==> config.mk <==
export PLATFORM = sky130hd
export DESIGN_NAME = uart_rx_fifo
export DESIGN_NICKNAME = d
export VERILOG_FILES = /design/src/rtl/uart_rx_fifo.sv
export SDC_FILE = /design/constraint.sdc
export NUM_CORES = 1
export LEC_CHECK = 0
export CAP_MARGIN = 20
export CORE_MARGIN = 2
export CORE_UTILIZATION = 59
export CTS_CLUSTER_DIAMETER = 200
export DETAILED_ROUTE_END_ITERATION = 16
export GPL_TIMING_DRIVEN = 0
export PLACE_DENSITY = 0.82
export SYNTH_ARGS = -nofsm -noshare
export SYNTH_HDL_FRONTEND = slang
export SYNTH_SLANG_ARGS = --single-unit
==> constraint.sdc <==
create_clock -name clk -period 3.21 [get_ports clk]
set_input_delay 0.642 -clock clk [delete_from_list [all_inputs] [get_ports clk]]
set_output_delay 0.642 -clock clk [all_outputs]
set_load 0.005 [all_outputs]
==> src/rtl/uart_rx_fifo.sv <==
// uart_rx_fifo: drains buart's holding register into a DEPTH-entry FIFO polled by the CPU.
// Drop-newest on overflow; a pop on the same edge frees room for a push into a full FIFO.
module uart_rx_fifo #(
  parameter int DEPTH = 16,
  parameter int AW = 4
) (
  input  logic          clk,
  input  logic          reset_button,
  input  logic          uart_valid,
  input  logic [7:0]    uart_data,
  output logic          uart_rd,
  input  logic          cpu_rd,
  output logic [7:0]    cpu_data,
  output logic          not_empty,
  output logic          full,
  output logic [AW:0]   level,
  output logic          overflow,
  input  logic          clear_overflow
);
  typedef enum logic [1:0] {IDLE = 2'b00, ACK = 2'b01, GAP = 2'b10} state_t;
  localparam logic [AW:0] FULL_LVL = (AW+1)'(DEPTH);
  state_t state, state_next;
  logic [7:0] mem [DEPTH];
  logic [AW-1:0] rd_ptr, wr_ptr;
  logic capture, pop, push, discard;
  always_comb begin
    state_next = IDLE;
    uart_rd = 1'b0;
    if (state == IDLE && uart_valid) state_next = ACK;
    if (state == ACK) begin
      state_next = GAP;
      uart_rd = 1'b1;
    end
  end
  assign capture = state == IDLE && uart_valid;
  assign not_empty = level != '0;
  assign full = level == FULL_LVL;
  assign pop = cpu_rd && not_empty;
  assign push = capture && (!full || pop);
  assign discard = capture && !push;
  always_ff @(posedge clk or negedge reset_button)
    if (!reset_button) state <= IDLE;
    else state <= state_next;
  always_ff @(posedge clk or negedge reset_button) begin
    if (!reset_button) begin
      cpu_data <= 8'h00;
      level <= '0;
      rd_ptr <= '0;
      wr_ptr <= '0;
      overflow <= 1'b0;
    end else begin
      cpu_data <= pop ? mem[rd_ptr] : cpu_rd ? 8'h00 : cpu_data;
      rd_ptr <= rd_ptr + AW'(pop);
      wr_ptr <= wr_ptr + AW'(push);
      level <= level + (AW+1)'(push) - (AW+1)'(pop);
      overflow <= discard ? 1'b1 : clear_overflow ? 1'b0 : overflow;
    end
  end
  // Storage has no reset so it can map onto block RAM.
  always_ff @(posedge clk)
    if (push) mem[wr_ptr] <= uart_data;
endmodule

== After elaboration in Yosys (flattened, before gate mapping) ==
Memory sizes are Yosys's and may differ from the RTL's.
Index checks and enable logic that the tools add are counted.
Cells by class
  add/sub/neg operators: 4
  equality and inequality tests: 2
  multiplexer cells: 9
  reduce and logical (&&, ||, !) cells: 11
Operators by type and width (number)
  8-bit 2-to-1 mux: 2
  4-bit by 1-bit adder with 4-bit output: 2
  1-bit 2-to-1 mux: 6
  5-bit by 1-bit adder with 5-bit output: 1
  5-bit equality test (second input constant): 1
  5-bit nonzero test: 1
  5-bit by 1-bit subtractor with 5-bit output: 1
  1-bit logical AND: 4
  2-bit nonzero test: 2
  2-bit by 1-bit equality test with 1-bit output (second input constant): 1
  1-bit zero test: 2
  2-bit zero test: 1
  2-bit 2-to-1 mux: 1
  1-bit logical OR: 1
Word-level totals
  flip-flop bits (word level): 24
  RAM bits: 128
  input bits: 13
  logic and storage cells: 33
  memories: 1
Memories
  mem: depth 16, bits a word 8, rd ports 1, clocked after memory_dff 0, write ports 1, line 23  | logic [7:0] mem [DEPTH];

== Logic depth before layout (Yosys ltp) ==
  depth in word-level cells: 7
  mapped depth: 15
  gate-level depth less buffers: 14

== Worst setup path after synthesis ==
No wires, ideal clock.
  path kind: reg2reg
  start: reg level[3]
  end: reg level[4]
  data arrival time: 2.316 ns
  setup slack: 0.769 ns
  stages on the path, launching flop included: 16
  path buffers: 1
  period minus slack after synthesis: 2.441 ns
  cell sequence: dfrtp_1 inv_1 ha_1 or4b_1 nand2_1 inv_1 buf_2 nand2_1 nand2_1 ha_1 inv_1 fa_1 inv_1 a21oi_1 o21bai_1 xnor2_1
Between the ends
  cells in the longest elaborated chain, start to end: 6
Ends and longest elaborated chain
  start: declaration: line 16  | output logic [AW:0] level,
  start signal: assignment: line 55  | level <= level + (AW+1)'(push) - (AW+1)'(pop);
  5-bit nonzero test (*): line 36  | assign not_empty = level != '0;
  net not_empty: line 14  | output logic not_empty,
  1-bit logical AND (*): line 38  | assign pop = cpu_rd && not_empty;
  1-bit logical OR: line 39  | assign push = capture && (!full || pop);
  1-bit logical AND: line 39
  5-bit by 1-bit adder with 5-bit output: line 55
  5-bit by 1-bit subtractor with 5-bit output (*): line 55
Mark *: on every way through the listed nets, which the timed path passes. The rest lies on a longest branch.
A chain may end at the register's enable or synchronous reset.

== Final worst setup path ==
  start: reg level[2]
  end: out not_empty
Between the ends
  cells in the longest elaborated chain, start to end: 1
Ends and longest elaborated chain (line)
  5-bit nonzero test: 36
  end: declaration: 14
No other way between the ends.

==> impl_metrics.ini <==
[route]
num_vias = 3034
routedWlPerCell_um = 21.6
drtIter0Drc = 216
wl_mm = 11.0
antenna_left = 0
first_pass_iters = 5
vias_per_cell = 5.97
drc = 0

[timing]
slew_headroom_pct = 40.2
fin_crit_ps = 2750
worst_slack_ps = 465
fmax_mhz = 364
hold_violations = 0
fin_crit_sh_pct = 85.5
setup_tns_ps = 0
final_max_slew_viol_count = 0
fin_worst_skew_ps = 8.11
rsz0062_at_grt = false
setup-violations-final = 0
worstMarginPinSlew_ps = 893

[yosys]
synthAdderAreaFrac_pct = 2.18
synth_top_family_by_area = multiplexers
syn_avg_cell_area_sq_um = 19.8
synthMuxAreaShare_pct = 15.4
yosysWarnings = 0
ys.flop_type = edfxtp_1
synth_xor_area_share_pct = 1.15
synthSimpleGateAreaFrac_pct = 3.50
synthTopCellsByArea = edfxtp_1 63%, mux4_2 10%, dfrtp_1 9.9%
synth_compound_area_share_pct = 2.27
synth_seq_area_share_pct = 73.2
syn_nets = 330
synth-seq-cells = 152
synthArstFlopShare_pct = 15.8
yosys.area.top_type_share_pct = 63.3
ys_types = 39
synth_edf_count = 128
synth_area_sq_um = 6070
synth_cells = 307
netlist.top_cell.by_area = edfxtp_1

[grt]
globalRouteTotalUtil_pct = 21.5
antenna_found_initial = 0
grt_first_pass_wirelength_mm = 17.2
grt_max_degree = 25
grt-ovfl-total = 0
grt_pass1_vias = 3108

[power_and_ir_drop]
clockPowerShare_pct = 31.0
power.total_mw = 6.41
power_per_cell_area_nw_per_um2 = 892
p_leak_nw = 2.57
power.switching_mw = 1.85
seq_power_share_pct = 39.5
peakVddDrop_v = 0.000381
internal_power_mw = 4.56
switching_share_pct = 28.9
combPwrFrac_pct = 29.5

[clock_tree]
postCtsSetupBuffers = 0
cts_buffer_depth = 2
cts_sinks = 152
clk_pin_slew_ps = 60
root_buffer = clkbuf_8
numCtsBuffers = 17
holdBufCountCts = 0
clk_latency_ps = 520
cts.htree.levels = 4
post_cts_resized = 0
cts_tree = yes

[floorplanning]
die_x_um = 105
die-area_sq_um = 11100
start_util_pct = 59.9
io-pin-count = 30
die_h_um = 105
rows = 37
coreArea_sq_um = 10100

[layout]
final_nets = 382
areaGrowthSynthToFinish_pct = 18.4
seqCellArea_sq_um = 4440
drive_gt1_share_pct = 21.5
fin_cells = 508
multi_input_area_sq_um = 1490
final_util_pct = 70.9
n_fill_cell = 569
diodes = 0

[placed_design]
dp_hpwl_mm = 7.29
routabilityCongestion = 0.815
placed_cells = 475
numPortBuffers = 29
dp_slack_ps = -25.3

[critical_path]
cpMaxStageDelayCell = or4b_1
critPathMaxStageDelay_ps = 470
setup.worst_path.start = level[2]
worst_setup_path_start_kind = flop
path_cells = inv_1 > ha_1 > or4b_1 > clkdlybuf4s50_1
cp.arrival_ps = 2100
end_kind = output port
path_max_fanout = 3
criticalPathCategory = flop to output port
r2r-start = level[2]
worstPathRequired_ps = 2570

[hold_path]
hold_path.class = input pin to asynchronous set/reset pin

[run_status]
status = finished clean

[flow_run]
maxCapViolations = 0
## power groups by stage
stage	combinational [mW]	clock (mW)	sequential (mW)
global placement	1.83	0	2.55
detailed placement	1.90	0	2.57
global route	2.05	2.08	2.56
CTS	1.90	2.01	2.53
finish	1.89	1.99	2.53
floorplan	1.30	0	2.54
## final cells by class
cell class / instances / area share, %
timing repair buffer: 33 / 4.73
buffer: 13 / 1.29
clock buffer: 20 / 6.51
clock inverter: 12 / 1.93
multi-input combinational: 129 / 20.7
inverter: 13 / 0.679
sequential: 152 / 61.8
tap: 136 / 2.37
## worst paths after layout
check                            endpoint  slack (ps)  cells past startpoint
max in group asynchronous       rd_ptr[3]        2450                      2
worst max-delay path            not_empty         460                      4
worst min register to register   state[1]         440                      1
worst min-delay path            wr_ptr[2]         370                      1
worst max register to register   level[4]         540                     15
min in group clk                 state[1]         440                      1
## worst max-delay path: cells and delay by family, from the launching register on
| family | cells | cell delay [ps] |
|---|---|---|
| buffers and inverters | 2 | 550 |
| AND/OR/NAND/NOR | 1 | 470 |
| flip-flops | 1 | 400 |
| adder cells (fa/ha/maj) | 1 | 160 |
## cell families (layout without fill, tap and decap cells)
family	count (synthesis)	in the layout
DFF	152	152
buffers and inverters	26	91
xor gates and xnor gates	8	8
AOI/OAI and AO/OA	17	17
and+or+nand+nor	39	39
muxes	55	55
adders and majority gates	10	10
## layout by cell type, fill, tap and decap left out, drive strengths merged, types with 2 or more instances in the layout
cell type      count
nand3b             2
dfrtp             24
a22o               7
nand2              5
ha                 9
bufinv             2
nand3              5
clkdlybuf4s50     29
inv               14
nor2              14
buf               14
mux2i             25
nand2b             2
clkbuf            23
xnor2              4
clkinv             8
xor2               4
nor3               4
nor2b              2
edfxtp           128
mux4              30
or3b               2
a21oi              3
## state kept, by name, summed over array words and instances (netlist names)
| signal | flops |
|---|---|
| cpu_data | 8 |
| level | 5 |
| overflow | 1 |
| state | 2 |
| rd_ptr | 4 |
| wr_ptr | 4 |
| mem | 128 |
## cell usage after synthesis (3+ instances only)
cell,instances
ha_1,9
edfxtp_1,128
mux2i_1,25
mux4_2,28
dfrtp_1,24
nand2_1,5
nor3_1,3
xnor2_1,4
xor2_1,4
a22o_1,7
inv_1,11
nand3_1,5
buf_2,7
nor2_1,14
## stage by stage
| stage | cell area (sq um) | hold WS (ps) |
|---|---|---|
| after CTS | 7160 | 446 |
| after detailed placement | 6560 | 438 |
| after global placement | 6530 | 425 |
| after floorplan | 6070 | 346 |
| after global routing | 7190 | 372 |
| final | 7190 | 373 |
## routing by layer
| layer | vias to the layer above | global-route usage [%] | wire (um) |
|---|---|---|---|
| met5 | - | 0 | 0 |
| met4 | 0 | 7.24 | 187 |
| met3 | 24 | 5.38 | 588 |
| met2 | 112 | 35.6 | 5560 |
| met1 | 1564 | 28.3 | 4640 |
| li1 | 1334 | - | - |
No activity file was read; power rests on OpenSTA's default activity.
